`config.mk`:
```
export PLATFORM = sky130hd
export DESIGN_NAME = ad_capture_ctrl
export DESIGN_NICKNAME = d
export VERILOG_FILES = /design/src/rtl/ad_capture_pkg.sv /design/src/rtl/ad_pair_fifo.sv /design/src/rtl/ad_capture_ctrl.sv
export SDC_FILE = /design/constraint.sdc
export NUM_CORES = 1
export LEC_CHECK = 0
export ABC_CLOCK_PERIOD_IN_PS = 5700
export CORE_MARGIN = 2
export CORE_UTILIZATION = 38
export DETAILED_ROUTE_END_ITERATION = 10
export GPL_ROUTABILITY_DRIVEN = 0
export GPL_TIMING_DRIVEN = 1
export PLACE_DENSITY = 0.66
export SLEW_MARGIN = 40
export SYNTH_ARGS = -nofsm -noshare
export SYNTH_HDL_FRONTEND = slang
export SYNTH_SLANG_ARGS = --single-unit
```
`constraint.sdc`:
```
create_clock -name ad_clk -period 5.7 [get_ports ad_clk]
set_clock_uncertainty 0.2 [all_clocks]
set_input_delay 1.71 -clock ad_clk [delete_from_list [all_inputs] [get_ports ad_clk]]
set_output_delay 1.71 -clock ad_clk [all_outputs]
set_load 0.02 [all_outputs]
```
`src/rtl/ad_capture_pkg.sv`:
```
// =====================================================================
// ad_capture_pkg -- shared types and helpers for the ADC capture path
// Rev 1.0
// =====================================================================
`default_nettype none

package ad_capture_pkg;

   typedef enum logic [1:0] {
      ST_IDLE    = 2'd0,
      ST_ARMED   = 2'd1,
      ST_CAPTURE = 2'd2,
      ST_DRAIN   = 2'd3
   } state_e;

   localparam logic [1:0] TRIG_IMM  = 2'd0;
   localparam logic [1:0] TRIG_RISE = 2'd1;
   localparam logic [1:0] TRIG_FALL = 2'd2;
   localparam logic [1:0] TRIG_EXT  = 2'd3;

   // Sign-magnitude mV to two's complement; -0 and +0 both map to zero.
   function automatic logic signed [16:0] sm_to_s17(input logic [15:0] v);
      logic signed [16:0] mag;
      mag = signed'({2'b00, v[14:0]});
      return v[15] ? -mag : mag;
   endfunction

endpackage

`default_nettype wire

```
`src/rtl/ad_pair_fifo.sv`:
```
// =====================================================================
// ad_pair_fifo -- 2-entry synchronous FIFO for captured ch1/ch2 pairs
// Rev 1.0
// =====================================================================
`default_nettype none

module ad_pair_fifo #(
   parameter int DATA_W = 32
) (
   input  logic              clk_i,
   input  logic              rst_ni,
   input  logic              push_i,
   input  logic              pop_i,
   input  logic              flush_i,
   input  logic [DATA_W-1:0] data_i,
   output logic [DATA_W-1:0] data_o,
   output logic              full_o,
   output logic              empty_o
);

   logic [DATA_W-1:0] mem_q [2];
   logic              wr_ptr_q, wr_ptr_d;
   logic              rd_ptr_q, rd_ptr_d;
   logic [1:0]        count_q, count_d;
   logic              push_ok, pop_ok;

   assign full_o  = (count_q == 2'd2);
   assign empty_o = (count_q == 2'd0);
   assign pop_ok  = pop_i & ~empty_o;
   // When full, a same-cycle pop frees the slot the write pointer aims at.
   assign push_ok = push_i & (~full_o | pop_ok);
   assign data_o  = mem_q[rd_ptr_q];

   always_comb begin
      wr_ptr_d = wr_ptr_q;
      rd_ptr_d = rd_ptr_q;
      count_d  = count_q;
      if (flush_i) begin
         wr_ptr_d = 1'b0;
         rd_ptr_d = 1'b0;
         count_d  = 2'd0;
      end else begin
         if (push_ok) wr_ptr_d = ~wr_ptr_q;
         if (pop_ok)  rd_ptr_d = ~rd_ptr_q;
         count_d = count_q + {1'b0, push_ok} - {1'b0, pop_ok};
      end
   end

   always_ff @(posedge clk_i or negedge rst_ni) begin
      if (!rst_ni) begin
         mem_q[0] <= '0;
         mem_q[1] <= '0;
         wr_ptr_q <= 1'b0;
         rd_ptr_q <= 1'b0;
         count_q  <= 2'd0;
      end else begin
         if (push_ok && !flush_i) mem_q[wr_ptr_q] <= data_i;
         wr_ptr_q <= wr_ptr_d;
         rd_ptr_q <= rd_ptr_d;
         count_q  <= count_d;
      end
   end

endmodule

`default_nettype wire

```
`src/rtl/ad_capture_ctrl.sv`:
```
// =====================================================================
// ad_capture_ctrl -- armed/triggered decimating capture of ch1/ch2 pairs
// Rev 1.0
// =====================================================================
`default_nettype none

module ad_capture_ctrl
   import ad_capture_pkg::*;
#(
   parameter int CNT_W = 16,
   parameter int DIV_W = 16
) (
   input  logic              ad_clk,
   input  logic              rst_n,
   input  logic [15:0]       volt_ch1,
   input  logic [15:0]       volt_ch2,
   input  logic [DIV_W-1:0]  cfg_div,
   input  logic [CNT_W-1:0]  cfg_len,
   input  logic [1:0]        cfg_mode,
   input  logic [15:0]       cfg_thresh,
   input  logic              start,
   input  logic              abort,
   input  logic              ext_trig,
   output logic [31:0]       out_data,
   output logic              out_valid,
   input  logic              out_ready,
   output logic              busy,
   output logic              done,
   output logic              overrun
);

   state_e             state_q, state_d;
   logic [DIV_W-1:0]   div_q, div_d, dec_q, dec_d;
   logic [CNT_W-1:0]   len_q, len_d, cnt_q, cnt_d;
   logic [1:0]         mode_q, mode_d;
   logic signed [16:0] thr_q, thr_d, prev_q, prev_d;
   logic               prev_valid_q, prev_valid_d;
   logic               overrun_q, overrun_d;
   logic               done_q, done_d;

   logic signed [16:0] cur_ch1;
   logic               trig, push_sched, drop;
   logic               fifo_pop, fifo_full, fifo_empty;

   assign cur_ch1  = sm_to_s17(volt_ch1);
   assign fifo_pop = ~fifo_empty & out_ready;

   always_comb begin
      state_d      = state_q;
      div_d        = div_q;
      len_d        = len_q;
      mode_d       = mode_q;
      thr_d        = thr_q;
      dec_d        = dec_q;
      cnt_d        = cnt_q;
      prev_d       = prev_q;
      prev_valid_d = prev_valid_q;
      overrun_d    = overrun_q;
      done_d       = 1'b0;
      push_sched   = 1'b0;
      trig         = 1'b0;

      case (state_q)
         ST_IDLE: begin
            if (start && !abort && (cfg_len != '0)) begin
               state_d      = ST_ARMED;
               div_d        = cfg_div;
               len_d        = cfg_len;
               mode_d       = cfg_mode;
               thr_d        = sm_to_s17(cfg_thresh);
               cnt_d        = '0;
               dec_d        = '0;
               prev_valid_d = 1'b0;
               overrun_d    = 1'b0;
            end
         end
         ST_ARMED: begin
            prev_d       = cur_ch1;
            prev_valid_d = 1'b1;
            case (mode_q)
               TRIG_IMM:  trig = 1'b1;
               TRIG_RISE: trig = prev_valid_q && (prev_q < thr_q) && (cur_ch1 >= thr_q);
               TRIG_FALL: trig = prev_valid_q && (prev_q > thr_q) && (cur_ch1 <= thr_q);
               TRIG_EXT:  trig = ext_trig;
               default:   trig = 1'b0;
            endcase
            if (trig) begin
               push_sched = 1'b1;
               dec_d      = '0;
               cnt_d      = CNT_W'(1);
               state_d    = (len_q == CNT_W'(1)) ? ST_DRAIN : ST_CAPTURE;
            end
         end
         ST_CAPTURE: begin
            if (dec_q == div_q) begin
               dec_d      = '0;
               push_sched = 1'b1;
               cnt_d      = cnt_q + 1'b1;
               if (cnt_d == len_q) state_d = ST_DRAIN;
            end else begin
               dec_d = dec_q + 1'b1;
            end
         end
         ST_DRAIN: begin
            // Finish on the same edge the last beat is handshaken.
            if (fifo_empty || (!fifo_full && fifo_pop)) begin
               state_d = ST_IDLE;
               done_d  = 1'b1;
            end
         end
         default: state_d = ST_IDLE;
      endcase

      if (abort) begin
         state_d    = ST_IDLE;
         done_d     = 1'b0;
         push_sched = 1'b0;
      end

      drop = push_sched && fifo_full && !fifo_pop;
      if (drop) overrun_d = 1'b1;
   end

   always_ff @(posedge ad_clk or negedge rst_n) begin
      if (!rst_n) begin
         state_q      <= ST_IDLE;
         div_q        <= '0;
         len_q        <= '0;
         mode_q       <= TRIG_IMM;
         thr_q        <= '0;
         dec_q        <= '0;
         cnt_q        <= '0;
         prev_q       <= '0;
         prev_valid_q <= 1'b0;
         overrun_q    <= 1'b0;
         done_q       <= 1'b0;
      end else begin
         state_q      <= state_d;
         div_q        <= div_d;
         len_q        <= len_d;
         mode_q       <= mode_d;
         thr_q        <= thr_d;
         dec_q        <= dec_d;
         cnt_q        <= cnt_d;
         prev_q       <= prev_d;
         prev_valid_q <= prev_valid_d;
         overrun_q    <= overrun_d;
         done_q       <= done_d;
      end
   end

   ad_pair_fifo #(
      .DATA_W (32)
   ) u_fifo (
      .clk_i   (ad_clk),
      .rst_ni  (rst_n),
      .push_i  (push_sched),
      .pop_i   (fifo_pop),
      .flush_i (abort),
      .data_i  ({volt_ch1, volt_ch2}),
      .data_o  (out_data),
      .full_o  (fifo_full),
      .empty_o (fifo_empty)
   );

   assign out_valid = ~fifo_empty;
   assign busy      = (state_q != ST_IDLE);
   assign done      = done_q;
   assign overrun   = overrun_q;

endmodule

`default_nettype wire

```
==> After elaboration in Yosys (flattened, before gate mapping) <==
Cells that the tools add are included.
{ "word_totals": {"reg_bits": 173, "input_bits": 88, "output_inout_bits": 36, "wordCells": 130} }
{ "op_classes": {"addsub": 6, "order_cmp": 7, "n_eq_ne": 18, "mux": 41, "bitwise": 10, "reduce_logical": 32} }
{ "ops": {"columns": ["operator", "count"], "rows": [
  ["$mux 32", 4],
  ["$pmux 16 s3", 2],
  ["$mux 16", 5],
  ["$bwmux 64", 1],
  ["$mux 17", 2],
  ["$neg 15->17", 2],
  ["$add 16x1->16 const B", 2],
  ["$demux 32 s1", 1],
  ["$eq 16x16->1", 2],
  ["$ge 17x17->1", 1],
  ["$gt 17x17->1", 1],
  ["$le 17x17->1", 1],
  ["$lt 17x17->1", 1],
  ["$eq 16x1->1 const B", 1],
  ["$reduce_bool 16->1", 1],
  ["$mux 1", 15],
  ["$ne 3x3->1 const B", 5],
  ["$mux 2", 7],
  ["$reduce_bool 2->1", 6],
  ["$logic_and 1x1->1", 11],
  ["$eq 2x2->1 const B", 5],
  ["$pmux 2 s4", 1],
  ["$logic_not 2->1", 3],
  ["$ne 2x2->1 const B", 3],
  ["other kinds (18)", 31]
]} }

==> Depth between registers and ports, before layout <==
Gate-level depths: netlist of run 1.
{ "depth": {"word_depth": 13, "ltp_mapped": 20, "ltp_nobuf": 20} }

==> Cells and area by module <==
From an unflattened synthesis of run 1, not the netlist that was laid out.
{ "hier_totals": {"cells_unflattened": 914, "hier_area_um2": 9865.7} }
{ "modules_own_cells": {"columns": ["mod", "n_inst", "cells_each", "area_each_um2", "seq_area_each_um2"], "rows": [
  ["ad_capture_ctrl", 1, 716, 6715.2, 2627.5],
  ["ad_pair_fifo", 1, 198, 3150.5, 1701.6]
]} }

==> Least setup slack after synthesis of run 1 <==
OpenSTA, ideal clock, no wires.
{ "synth_path": {"path_kind": "input port to flip-flop", "start": "input volt_ch1[0]", "end": "register u_fifo.mem_q[35] in the netlist's numbering", "setup_time_ns": 0.125, "arrival_ns": 5.989, "required_ns": 5.375, "path_slack_ns": -0.614, "path_stages": 20, "n_path_buf": 2, "cell_sequence": "inv_1 -> ha_1 -> nand2_1 -> or3_1 -> nand2b_1 -> o41ai_1 -> nand2_1 -> xor2_1 -> ha_1 -> nand4_2 -> nor4_2 -> a21o_1 -> o211ai_1 -> or3b_1 -> o21a_1 -> o32ai_1 -> and3b_1 -> clkbuf_1 -> buf_2 -> mux2_2"} }
{ "synth_via": {"elab_chain_cells": 11, "word_cells_on_any_way": 13, "classes_between": "1 x add/sub; 2 x order compare; 6 x mux; 1 x bitwise; 3 x reduce/logical"} }
{ "synth_lines": {"columns": ["element", "line", "text"], "rows": [
  ["start, declared", "ad_capture_ctrl.sv:15", "input logic [15:0] volt_ch1,"],
  ["$neg 15->17 *", "ad_capture_pkg.sv:25", "return v[15] ? -mag : mag;"],
  ["$mux 17 *", "ad_capture_pkg.sv:25", null],
  ["net cur_ch1[14]", "ad_capture_ctrl.sv:41", "logic signed [16:0] cur_ch1;"],
  ["$le 17x17->1 / $ge 17x17->1 (equally long branches)", "ad_capture_ctrl.sv:83, ad_capture_ctrl.sv:82", null],
  ["$logic_and 1x1->1 (on tied branches)", "ad_capture_ctrl.sv:83, ad_capture_ctrl.sv:82", null],
  ["$pmux 1 s4 *", "ad_capture_ctrl.sv:80", "case (mode_q)"],
  ["$mux 1 *", "ad_capture_ctrl.sv:63", "case (state_q)"],
  ["$mux 1 *", "ad_capture_ctrl.sv:87", "if (trig) begin"],
  ["$pmux 1 s2 *", "ad_capture_ctrl.sv:63", null],
  ["$mux 1 *", "ad_capture_ctrl.sv:114", "if (abort) begin"],
  ["$and 1x1->1 *", "ad_pair_fifo.sv:31", "assign push_ok = push_i & (~full_o | pop_ok);"],
  ["$logic_and 1x1->1 *", "ad_pair_fifo.sv:57", "if (push_ok && !flush_i) mem_q[wr_ptr_q] <= data_i;"],
  ["end signal, assigned by index", "ad_pair_fifo.sv:57", null],
  ["end, declared", "ad_pair_fifo.sv:21", "logic [DATA_W-1:0] mem_q [2];"]
]} }
The timed path passes the listed nets; every way through them passes the cells marked *. The select of a mux whose other input is x is not followed.
A chain may end at the register's enable or synchronous reset.

==> Worst setup path after layout of run 1 <==
{ "layout_path": {"start": "input volt_ch1[1]", "end": "register dec_q[8]"} }
{ "layout_via": {"elab_chain_cells": 8, "word_cells_on_any_way": 10, "classes_between": "1 x add/sub; 2 x order compare; 1 x eq/ne; 3 x mux; 3 x reduce/logical"} }
{ "layout_lines": {"columns": ["element", "line", "text"], "rows": [
  ["$neg 15->17 *", "ad_capture_pkg.sv:25", null],
  ["$mux 17 *", "ad_capture_pkg.sv:25", null],
  ["net cur_ch1[12]", "ad_capture_ctrl.sv:41", null],
  ["$le 17x17->1 / $ge 17x17->1 (equally long branches)", "ad_capture_ctrl.sv:83, ad_capture_ctrl.sv:82", null],
  ["$logic_and 1x1->1 (on tied branches)", "ad_capture_ctrl.sv:83, ad_capture_ctrl.sv:82", null],
  ["$pmux 1 s4 *", "ad_capture_ctrl.sv:80", null],
  ["$mux 1 *", "ad_capture_ctrl.sv:63", null],
  ["$ne 2x2->1 (no line) *", null, null],
  ["$reduce_and 3->1 (no line) *", null, null],
  ["end signal, assigned", "ad_capture_ctrl.sv:131", "dec_q <= '0;"],
  ["end signal, assigned", "ad_capture_ctrl.sv:143", "dec_q <= dec_d;"],
  ["end, declared", "ad_capture_ctrl.sv:33", "logic [DIV_W-1:0] div_q, div_d, dec_q, dec_d;"]
]} }
Marks and branches as above.

==> reports/summary.json, run 1 <==
{
  "outcome": "finished with violations",
  "violated_checks": "negative setup slack",
  "grt_max_degree": 98,
  "h_tree_level_count": 4,
  "worstPathMaxFanout": 7,
  "fp.coreArea_sq_um": 25200,
  "synth_seq_cells": 173,
  "worst_pin_slew_ns": 0.926,
  "synth_top_cell_area_share_pct": 44.5,
  "die-area_sq_um": 26900,
  "cts_hold_buffers": 0,
  "layout.nets": 1250,
  "synth_warnings": 0,
  "p_leak_nw": 5.81,
  "yosys-top-cells-area": "dfrtp_1, mux2_2, ha_1",
  "timing.max_slew.rel_slack_pct": 38.3,
  "buffer_ports.inserted": 123,
  "post-route-min-period_ns": 6.06,
  "hold_class": "register to register",
  "grt_pass1_vias": 7919,
  "drive_above_1_share_pct": 28.3,
  "chip_height_um": 164,
  "netlist_instances": 930,
  "cts.clk_slew.worst_paths_ns": 0.07,
  "timing.hold.worst_path_depth": 2,
  "timing_hold_violations_final": 0,
  "antenna-diode-count": 0,
  "first_pass_grt_wire_length_mm": 40.9,
  "final_critical_path_setup_slack_ns": -0.363,
  "drt_first_pass_iters": 7,
  "syn-cell-area_sq_um": 9720,
  "cp.arrival_ns": 6.22,
  "route.vias.total": 7816,
  "post-route-cell-area_sq_um": 13100,
  "cts_inserted_buffers": 17,
  "insertion_delay_ns": 0.44,
  "setup_repair_after_global_routing_missed_its_margin": "yes",
  "most_instantiated_cells_after_synthesis": "dfrtp_1, mux2_2, nor2_1",
  "initial_util_pct": 38.6,
  "detailedPlacementHpwl_mm": 17.1,
  "viasPerCell": 5.35,
  "slew_viol_final": 0,
  "clockBufferDepth": 2,
  "avgRoutedWirePerCell_um": 17.2,
  "synthDistinctLibCells": 62,
  "placed_cell_area_sq_um": 11900,
  "synth-async-reset-ratio_pct": 100,
  "number_of_remaining_drc_errors": 0,
  "timing.final.crit_share_pct": 106,
  "worstSetupStartpointType": "input port",
  "floorplan.die.width_um": 164,
  "postLayoutCoreUtil_pct": 52.2,
  "worst_setup_ep_type": "register",
  "power-per-cell-area_nw_per_um2": 438,
  "synth-main-ff-cell": "dfrtp_1",
  "rr_worst_depth": 10,
  "synth_top_cell_by_area": "dfrtp_1",
  "synth_enable_flop_cells": 0,
  "cts_tree": "done",
  "root_buffer_cell": "clkbuf_16",
  "antenna_found_initial": 0,
  "required_ns": 5.86,
  "timing.max_cap.violations": 0,
  "most_numerous_cell_in_the_yosys_netlist": "dfrtp_1",
  "grt_remaining_overflow": 0,
  "criticalPathCategory": "input port to register",
  "finish.cell_count_without_fillers": 1460,
  "syn_nets": 1063,
  "final_antenna_net_count": 0,
  "max_clock_freq_mhz": 165,
  "setup_viols_final": 88,
  "syn2layout_area_growth_pct": 35.2,
  "dp.cells": 1397,
  "vdd_ir_drop_max_mv": 0.203,
  "cts_sinks": 173,
  "finalWirelength_mm": 25.1,
  "drt_iter0_drc": 509,
  "totalNegativeSetupSlack_ns": -8.93,
  "number_of_i_o_pins": 124,
  "synth.yosys.seq_area_share_pct": 44.5,
  "grt_util_all_layers_pct": 19.1,
  "post_synth.cell_area_avg_sq_um": 10.5,
  "placementRows": 58
}
==> layout make-up <==
class	count	area, sq um
Clock inverter	13	128
Multi-Input combinational cell	681	5570
Sequential cell	173	4330
Timing Repair Buffer	209	2110
Tap cell	330	413
Inverter	35	149
Clock buffer	19	453
Fill cell	2215	12000
==> registers in the layout, summed over array words and instances, names as in the netlist <==
| signal | flops |
|---|---|
| u_fifo.rd_ptr_q | 1 |
| done | 1 |
| prev_q | 17 |
| u_fifo.wr_ptr_q | 1 |
| len_q | 16 |
| state_q | 2 |
| mode_q | 2 |
| u_fifo.mem_q | 64 |
| overrun | 1 |
| thr_q | 17 |
| dec_q | 16 |
| cnt_q | 16 |
| u_fifo.count_q | 2 |
| div_q | 16 |
| prev_valid_q | 1 |
==> worst max-delay path, cell delays in order <==
cell      delay [ns]
buf_12          0.12
inv_12          0.05
ha_4            0.12
nand2_2         0.05
or3_4           0.33
nand2b_4        0.16
o41ai_4         0.41
xnor2_2         0.13
ha_1            0.31
nand4_1         0.17
nor4_4          0.32
a21o_1          0.19
o211ai_1        0.09
or3b_4          0.39
o211a_1         0.27
buf_6           0.13
or4_4           0.60
or4_4           0.54
a21oi_2         0.15
==> placed cells by master, fill, tap and decap left out, types with 32 or more instances in the layout <==
master and count:
buf_4 64, clkdlybuf4s50_1 113, dfrtp_1 173, ha_1 41, inv_1 33, mux2_2 100, mux2_4 34, nand2_1 58
nor2_1 74, o21ai_0 42, xor2_1 32
==> worst paths after layout <==
path,startpoint,slack [ns],to
hold reg to reg,thr_q[1]$_DFFE_PN0P_,0.28,thr_q[1]$_DFFE_PN0P_
setup reg to reg,cnt_q[0]$_DFFE_PN0P_,1.78,state_q[1]$_DFFE_PN0P_
setup / recovery,volt_ch1[1],-0.36,dec_q[8]$_DFFE_PN0P_
min in group asynchronous,rst_n,0.97,len_q[12]$_DFFE_PN0P_
max in group asynchronous,rst_n,3.25,thr_q[5]$_DFFE_PN0P_
hold / removal,thr_q[1]$_DFFE_PN0P_,0.28,thr_q[1]$_DFFE_PN0P_
==> layer usage <==
metal,track usage [%],vias up,share of wire [%]
met2,31.9,179,48
met5,0,-,0
met4,4.63,0,1.3
met3,3.01,28,4.1
met1,26.2,3877,46
li1,-,3732,-
==> stage by stage <==
step | hold WS (ns) | total power [W] | setup slack (ns)
6_report | 0.284 | 0.00576 | -0.363
5_1_grt | 0.313 | 0.00615 | -0.561
4_1_cts | 0.288 | 0.00571 | -0.315
3_5_place_dp | 0.272 | 0.00438 | -1.18
3_3_place_gp | 0.266 | 0.00432 | -1.08
2_1_floorplan | 0.250 | 0.00353 | -0.321
==> power breakdown <==
part | leakage, nW | internal, W | switching [W] | total, W
clock | 0.284 | 0.000637 | 0.000527 | 0.00116
combinational | 3.31 | 0.00136 | 0.00130 | 0.00266
sequential | 2.22 | 0.00163 | 0.000308 | 0.00193
==> logic make-up after synthesis <==
| kind of cell | after synthesis | share of synthesized area (%) |
|---|---|---|
| flip-flops | 173 | 44.5 |
| AND/OR/NAND/NOR | 270 | 13.9 |
| AO/OA/AOI/OAI | 162 | 10.8 |
| multiplexers | 136 | 15.7 |
| XOR/XNOR | 67 | 6.04 |
| buffers and inverters | 77 | 3.18 |
| adder cells (fa/ha/maj) | 45 | 5.79 |
==> timing repair <==
action                     in CTS  in global routing
gates resized for setup        59                 50
buffers inserted               24                  5
pin swaps                      32                 29
cloned                          6                  1
setup endpoints to repair     102                101
Power figures use the tool's default switching activity.
==> run 2: changes to the inputs <==
--- a/config.mk
+++ b/config.mk
@@ -5,13 +5,12 @@
 export SDC_FILE = /design/constraint.sdc
 export NUM_CORES = 1
 export LEC_CHECK = 0
-export ABC_CLOCK_PERIOD_IN_PS = 5700
 export CORE_MARGIN = 2
 export CORE_UTILIZATION = 38
 export DETAILED_ROUTE_END_ITERATION = 10
 export GPL_ROUTABILITY_DRIVEN = 0
 export GPL_TIMING_DRIVEN = 1
-export PLACE_DENSITY = 0.66
+export PLACE_DENSITY = 0.64
 export SLEW_MARGIN = 40
 export SYNTH_ARGS = -nofsm -noshare
 export SYNTH_HDL_FRONTEND = slang
==> run 2 against run 1 <==
The run still ends with negative setup slack left. Maximum frequency up 1.5%. First-iteration DRC count down 12%. Die area unchanged. Core utilization down 0.81 points. Setup slack better by 0.091 ns. Clock-buffer cell count up 2. Register-to-register slack about the same. Combinational power down 3%. Cell area down 1.6%. Via count down 1.5%. Critical path type unchanged.
==> reports/summary.json, run 2 (synthesis results as in run 1) <==
{
  "cts_hold_buffers": {"value": 0, "change": "unchanged"},
  "final_common_cell": "dfrtp_1",
  "worstHoldEndpoint": "thr_q[7]$_DFFE_PN0P_",
  "route.vias.total": {"value": 7701, "change": "-1.5%"},
  "worstPathMaxFanout": {"value": 5, "change": "-2"},
  "timing.hold.worst_path_depth": {"value": 2, "change": "unchanged"},
  "hold_path_startpoint": "thr_q[7]$_DFFE_PN0P_",
  "slew_viol_final": {"value": 0, "change": "unchanged"},
  "timing.final.crit_share": {"value": 105, "unit": "%", "change": "-1.6 points"},
  "grt_max_degree": {"value": 91, "change": "-7.1%"},
  "h_tree_level_count": {"value": 4, "change": "unchanged"},
  "cts_sinks": {"value": 173, "change": "unchanged"},
  "drive_above_1_share": {"value": 26.9, "unit": "%", "change": "-1.4 points"},
  "buffer_ports.inserted": {"value": 123, "change": "unchanged"},
  "worstSetupStartpointType": "input port",
  "final_critical_path_setup_slack": {"value": -0.272, "unit": "ns", "change": "+0.0912 ns"},
  "crit-reg2reg-launch": "cnt_q[0]$_DFFE_PN0P_",
  "top_registers": "u_fifo.mem_q (64), prev_q (17), thr_q (17)",
  "chip_height": {"value": 164, "unit": "um", "change": "unchanged"},
  "worst_setup_ep_type": "register",
  "seq_area": {"value": 4330, "unit": "sq um", "change": "unchanged"},
  "power-per-cell-area": {"value": 437, "unit": "nW/um^2", "change": "-0.35%"},
  "setup.reg_to_reg.worst_slack": {"value": 1.79, "unit": "ns", "change": "about the same"},
  "setup_repair_after_global_routing_missed_its_margin": "yes",
  "initial_util": {"value": 38.6, "unit": "%", "change": "unchanged"},
  "placed_cell_area": {"value": 11900, "unit": "sq um", "change": "+0.15%"},
  "cts_inserted_buffers": {"value": 17, "change": "unchanged"},
  "outcome": "finished with violations",
  "clockBufferDepth": {"value": 2, "change": "unchanged"},
  "largest_register_ffs": {"value": 64, "change": "unchanged"},
  "post-route-min-period": {"value": 5.97, "unit": "ns", "change": "-0.0912 ns"},
  "fillers": {"value": 2273, "change": "+2.6%"},
  "number_of_remaining_drc_errors": {"value": 0, "change": "unchanged"},
  "required": {"value": 5.85, "unit": "ns", "change": "about the same"},
  "timing.max_cap.violations": {"value": 0, "change": "unchanged"},
  "max_clock_freq": {"value": 167, "unit": "MHz", "change": "+1.5%"},
  "floorplan.die.width": {"value": 164, "unit": "um", "change": "unchanged"},
  "most_used_cells_in_the_layout_excluding_fill_and_tap_cells": "dfrtp_1, clkdlybuf4s50_1, mux2_2",
  "grt_util_all_layers": {"value": 18.9, "unit": "%", "change": "-0.21 points"},
  "fp.coreArea": {"value": 25200, "unit": "sq um", "change": "unchanged"},
  "syn2layout_area_growth_pct": 33.1,
  "drt_first_pass_iters": {"value": 5, "change": "-2"},
  "cts.clk_slew.worst_paths": {"value": 0.06, "unit": "ns", "change": "about the same"},
  "antenna_found_initial": {"value": 0, "change": "unchanged"},
  "final_antenna_net_count": {"value": 0, "change": "unchanged"},
  "timing_hold_violations_final": {"value": 0, "change": "unchanged"},
  "layout.nets": {"value": 1246, "change": "-0.32%"},
  "avgRoutedWirePerCell": {"value": 16.9, "unit": "um", "change": "-1.3%"},
  "largest_register_by_flop_count": "u_fifo.mem_q",
  "worst_pin_slew": {"value": 0.690, "unit": "ns", "change": "-0.235 ns"},
  "first_pass_grt_wire_length": {"value": 40.4, "unit": "mm", "change": "-1.1%"},
  "total_power": {"value": 0.00565, "unit": "W", "change": "-1.9%"},
  "die-area": {"value": 26900, "unit": "sq um", "change": "unchanged"},
  "insertion_delay": {"value": 0.43, "unit": "ns", "change": "about the same"},
  "multi_input_area": {"value": 5500, "unit": "sq um", "change": "-1.1%"},
  "antenna-diode-count": {"value": 0, "change": "unchanged"},
  "viasPerCell": {"value": 5.29, "change": "-1.2%"},
  "reg2reg_to": "state_q[0]$_DFFE_PN0P_",
  "root_buffer_cell": "clkbuf_16",
  "hold_class": "register to register",
  "detailedPlacementHpwl": {"value": 17.2, "unit": "mm", "change": "+0.43%"},
  "finalWirelength": {"value": 24.7, "unit": "mm", "change": "-1.6%"},
  "p_leak": {"value": 5.70, "unit": "nW", "change": "-1.8%"},
  "number_of_i_o_pins": {"value": 124, "change": "unchanged"},
  "rr_worst_depth": {"value": 10, "change": "unchanged"},
  "criticalPathCategory": "input port to register",
  "timing.max_slew.rel_slack": {"value": 54.0, "unit": "%", "change": "+16 points"},
  "cts_tree": "done",
  "cp.arrival": {"value": 6.12, "unit": "ns", "change": "-0.10 ns"},
  "grt_pass1_vias": {"value": 7776, "change": "-1.8%"},
  "grt_remaining_overflow": {"value": 0, "change": "unchanged"},
  "post-route-cell-area": {"value": 12900, "unit": "sq um", "change": "-1.6%"},
  "setup_viols_final": {"value": 88, "change": "unchanged"},
  "vdd_ir_drop_max": {"value": 0.196, "unit": "mV", "change": "-3.4%"},
  "violated_checks": "negative setup slack",
  "drt_iter0_drc": {"value": 446, "change": "-12%"},
  "placementRows": {"value": 58, "change": "unchanged"}
}
==> run 2: cell type report <==
class | instances | area share, %
Sequential cell | 173 | 33.5
Timing Repair Buffer | 205 | 15.3
Tap cell | 330 | 3.19
Multi-Input combinational cell | 681 | 42.5
Inverter | 35 | 1.15
Clock buffer | 21 | 3.48
Clock inverter | 11 | 0.851
==> run 2: where the power goes <==
| group | total [W] | internal (W) | switching (W) |
|---|---|---|---|
| clock | 0.00113 | 0.000619 | 0.000513 |
| sequential | 0.00193 | 0.00163 | 0.000299 |
| combinational | 0.00259 | 0.00133 | 0.00126 |
| total | 0.00565 | 0.00358 | 0.00207 |
==> run 2: layer usage <==
layer  vias to the layer above  part of all wire, %  track usage [%]
met5                         -                    0                0
li1                       3714                    -                -
met1                      3788                   48             26.4
met3                        19                  3.8             3.28
met2                       180                   47             30.7
met4                         0                 0.96             4.63
==> run 2: how the worst max path moves through the flow <==
stage | to | from | slack (ns)
6_report | dec_q[11]$_DFFE_PN0P_ | volt_ch1[1] | -0.27
3_5_place_dp | dec_q[11]$_DFFE_PN0P_ | volt_ch1[1] | -1.17
2_1_floorplan | dec_q[12]$_DFFE_PN0P_ | volt_ch1[1] | -0.32
5_1_grt | dec_q[11]$_DFFE_PN0P_ | volt_ch1[1] | -0.47
4_1_cts | dec_q[8]$_DFFE_PN0P_ | volt_ch1[1] | -0.21
3_3_place_gp | dec_q[5]$_DFFE_PN0P_ | volt_ch1[1] | -1.08
==> run 2: critical path, stage by stage <==
cell	delay, ns
buf_12	0.12
inv_12	0.04
ha_4	0.11
nand2_2	0.05
or3_4	0.33
nand2b_4	0.16
o41ai_4	0.29
nand2_1	0.14
xor2_2	0.20
ha_1	0.36
a21o_1	0.20
a21oi_1	0.19
a2bb2oi_2	0.19
a21oi_1	0.08
or3b_1	0.40
o211a_1	0.27
or4_4	0.60
or4_1	0.52
a21oi_2	0.15
==> run 2: through the flow <==
step	std cells	util (%)	TNS [ns]	hold slack, ns	setup WS (ns)
floorplan	930	-	-17.57	0.250	-0.321
CTS	1453	51.0	-11.96	0.285	-0.209
global route	1456	51.4	-28.51	0.305	-0.467
finish	1456	51.4	-10.11	0.276	-0.272
global placement	1400	47.3	-96.15	0.263	-1.08
detailed placement	1400	47.4	-103.26	0.270	-1.17
==> run 2: repair_timing <==
action,4_1_cts,5_1_grt
buffers inserted,18,6
resized for setup,68,31
setup endpoints to repair,102,101
cloned,3,0
pin swaps,32,16
==> run 3: changes to the inputs <==
--- a/config.mk
+++ b/config.mk
@@ -9,7 +9,7 @@
 export CORE_UTILIZATION = 38
 export DETAILED_ROUTE_END_ITERATION = 10
 export GPL_ROUTABILITY_DRIVEN = 0
-export GPL_TIMING_DRIVEN = 1
+export GPL_TIMING_DRIVEN = 0
 export PLACE_DENSITY = 0.64
 export SLEW_MARGIN = 40
 export SYNTH_ARGS = -nofsm -noshare
==> run 3 against run 2 <==
The run still ends with negative setup slack left. Clock power is 5% higher. First-iteration DRC count is 1.6% higher. Combinational power is 2% higher. Cell count is 0.76% lower. Wire length is 0.66% higher. Critical path depth is 3 higher. Critical endpoint is now cnt_q[13]$_DFFE_PN0P_. Hold slack better by 0.0029 ns. Maximum frequency is 0.98% lower. Sequential power hardly changed. Non-clock buffer count is 10 lower. Core utilization is 0.31 points lower. Largest cell class unchanged.
==> reports/summary.json, run 3 (synthesis results as in run 1) <==
{
  "layout.nets": {"value": 1235, "change": "-0.88%"},
  "final_common_cell": "dfrtp_1",
  "number_of_i_o_pins": {"value": 124, "change": "unchanged"},
  "avgRoutedWirePerCell": {"value": 17.2, "unit": "um", "change": "+1.4%"},
  "largest_register_ffs": {"value": 64, "change": "unchanged"},
  "max_clock_freq": {"value": 166, "unit": "MHz", "change": "-0.98%"},
  "fillers": {"value": 2277, "change": "+0.18%"},
  "post-route-cell-area": {"value": 12900, "unit": "sq um", "change": "-0.61%"},
  "floorplan.die.width": {"value": 164, "unit": "um", "change": "unchanged"},
  "worst_path_max_delay_cell": "or4_4",
  "multi_input_area": {"value": 5460, "unit": "sq um", "change": "-0.80%"},
  "number_of_remaining_drc_errors": {"value": 0, "change": "unchanged"},
  "worstPathMaxFanout": {"value": 6, "change": "+1"},
  "final_antenna_net_count": {"value": 0, "change": "unchanged"},
  "chip_height": {"value": 164, "unit": "um", "change": "unchanged"},
  "violated_checks": "negative setup slack",
  "setup_repair_after_global_routing_missed_its_margin": "yes",
  "cts.clk_slew.worst_paths": {"value": 0.07, "unit": "ns", "change": "about the same"},
  "largest_register_by_flop_count": "u_fifo.mem_q",
  "post-route-min-period": {"value": 6.03, "unit": "ns", "change": "+0.0594 ns"},
  "drt_first_pass_iters": {"value": 6, "change": "+1"},
  "crit_buf_inv": {"value": 5, "change": "+3"},
  "worst_pin_slew": {"value": 0.754, "unit": "ns", "change": "+0.0639 ns"},
  "timing.critical_path.max_delay_family": "simple AND/OR/NAND/NOR gates",
  "h_tree_level_count": {"value": 4, "change": "unchanged"},
  "syn2layout_area_growth_pct": 32.3,
  "grt_max_degree": {"value": 65, "change": "-29%"},
  "grt_pass1_vias": {"value": 7833, "change": "+0.73%"},
  "required": {"value": 5.81, "unit": "ns", "change": "-0.04 ns"},
  "cts_inserted_buffers": {"value": 17, "change": "unchanged"},
  "hold_class": "register to register",
  "top_registers": "u_fifo.mem_q (64), prev_q (17), thr_q (17)",
  "criticalPathCategory": "input port to register",
  "total_power": {"value": 0.00577, "unit": "W", "change": "+2.2%"},
  "slowest_delay": {"value": 0.52, "unit": "ns", "change": "-0.08 ns"},
  "seq_area": {"value": 4330, "unit": "sq um", "change": "unchanged"},
  "slew_viol_final": {"value": 0, "change": "unchanged"},
  "totalNegativeSetupSlack": {"value": -15.86, "unit": "ns", "change": "-5.76 ns"},
  "worstSetupStartpointType": "input port",
  "critical_path.most_common_cell": "buf_6",
  "p_leak": {"value": 5.60, "unit": "nW", "change": "-1.7%"},
  "power-per-cell-area": {"value": 449, "unit": "nW/um^2", "change": "+2.8%"},
  "timing.max_cap.violations": {"value": 0, "change": "unchanged"},
  "timing.final.crit_share": {"value": 106, "unit": "%", "change": "+1.0 points"},
  "final.hold.worst_slack": {"value": 0.279, "unit": "ns", "change": "+0.00288 ns"},
  "insertion_delay": {"value": 0.44, "unit": "ns", "change": "about the same"},
  "initial_util": {"value": 38.6, "unit": "%", "change": "unchanged"},
  "antenna_found_initial": {"value": 0, "change": "unchanged"},
  "most_used_cells_in_the_layout_excluding_fill_and_tap_cells": "dfrtp_1, clkdlybuf4s50_1, mux2_2",
  "root_buffer_cell": "clkbuf_16",
  "cts_sinks": {"value": 173, "change": "unchanged"},
  "buffer_ports.inserted": {"value": 121, "change": "-1.6%"},
  "cp.arrival": {"value": 6.14, "unit": "ns", "change": "+0.02 ns"},
  "finalWirelength": {"value": 24.8, "unit": "mm", "change": "+0.66%"},
  "setup_viols_final": {"value": 96, "change": "+9.1%"},
  "antenna-diode-count": {"value": 0, "change": "unchanged"},
  "worst_setup_ep_type": "register",
  "outcome": "finished with violations",
  "cts_tree": "done",
  "drt_iter0_drc": {"value": 453, "change": "+1.6%"},
  "grt_remaining_overflow": {"value": 0, "change": "unchanged"},
  "clockBufferDepth": {"value": 2, "change": "unchanged"},
  "drive_above_1_share": {"value": 23.7, "unit": "%", "change": "-3.2 points"},
  "placementRows": {"value": 58, "change": "unchanged"},
  "viasPerCell": {"value": 5.35, "change": "+1.1%"},
  "placed_cell_area": {"value": 11700, "unit": "sq um", "change": "-1.9%"},
  "vdd_ir_drop_max": {"value": 0.244, "unit": "mV", "change": "+24%"},
  "timing.max_slew.rel_slack": {"value": 49.7, "unit": "%", "change": "-4.3 points"},
  "fp.coreArea": {"value": 25200, "unit": "sq um", "change": "unchanged"},
  "cp_cell_sequence": "buf_6, inv_6, ha_4, nand2_2, or3_4, nand2b_4, o41ai_4, nand2_1, xor2_2, ha_4, nand4_4, nor4_4, a21o_1, o211ai_1, or3b_1, o211a_1, or4_4, buf_6, buf_6, clkbuf_8, o31ai_2, o31ai_1",
  "cts_hold_buffers": {"value": 0, "change": "unchanged"},
  "timing_hold_violations_final": {"value": 0, "change": "unchanged"},
  "detailedPlacementHpwl": {"value": 17.9, "unit": "mm", "change": "+4.2%"},
  "final_critical_path_setup_slack": {"value": -0.331, "unit": "ns", "change": "-0.0594 ns"},
  "grt_util_all_layers": {"value": 19.2, "unit": "%", "change": "+0.27 points"},
  "route.vias.total": {"value": 7727, "change": "+0.34%"},
  "first_pass_grt_wire_length": {"value": 40.6, "unit": "mm", "change": "+0.46%"},
  "die-area": {"value": 26900, "unit": "sq um", "change": "unchanged"}
}
-- run 3: cell types whose count changed in the layout (fill, tap and decap cells not counted), moves of 5 or more --
cell / before / now
buf_4: 64 / 20
clkbuf_1: 3 / 23
buf_16: 0 / 5
clkdlybuf4s50_1: 113 / 108
o21ai_0: 37 / 42
-- run 3: area by class of cell --
type	count	share of cell area [%]
flip-flops and latches	173	33.7
clock buffers	19	3.37
plain buffers	42	2.32
inverters	35	1.16
multi-input cells	680	42.5
clock inverters	13	1.21
well taps	330	3.21
repair buffers	153	12.6
-- run 3: worst min-delay path, cell delays in order, from the launching register on --
cell and delay [ns]:
dfrtp_1 0.34, nand2_1 0.05, o21ai_0 0.06
-- run 3: worst paths after layout --
path | startpoint | endpoint | slack [ns] | cells after the start
max | volt_ch1[0] | cnt_q[13]$_DFFE_PN0P_ | -0.33 | 22
min | thr_q[16]$_DFFE_PN0P_ | thr_q[16]$_DFFE_PN0P_ | 0.28 | 2
max reg2reg | cnt_q[0]$_DFFE_PN0P_ | state_q[1]$_DFFE_PN0P_ | 1.84 | 10
min reg2reg | thr_q[16]$_DFFE_PN0P_ | thr_q[16]$_DFFE_PN0P_ | 0.28 | 2
max in group asynchronous | rst_n | u_fifo.mem_q[2]$_DFFE_PN0P_ | 3.35 | 3
min in group asynchronous | rst_n | u_fifo.mem_q[27]$_DFFE_PN0P_ | 0.97 | 1
-- run 3: metal layers --
metal,up-vias,global-route usage [%],share of wire [%]
met5,-,0,0
met4,0,5.58,1.4
li1,3695,-,-
met3,32,3.16,4.8
met2,206,31.5,47
met1,3794,26.3,47
-- run 3: where the power goes --
part	switching [W]	internal, W	total, W
registers	0.000304	0.00163	0.00193
logic	0.00131	0.00134	0.00265
clock network	0.000538	0.000657	0.00119
-- run 3: per-stage QoR --
stage / util (%) / cells / setup slack, ns
global route: 51.1 / 1445 / -0.527
detailed placement: 46.5 / 1383 / -1.74
global placement: 46.2 / 1381 / -4.67
finish: 51.1 / 1445 / -0.331
floorplan: - / 930 / -0.321
CTS: 50.9 / 1443 / -0.246
-- run 3: what timing repair did --
action,4_1_cts,5_1_grt
cloned,4,0
setup buffers,24,2
endpoints found under the setup margin,102,99
pin swaps,30,1
gates resized for setup,88,8
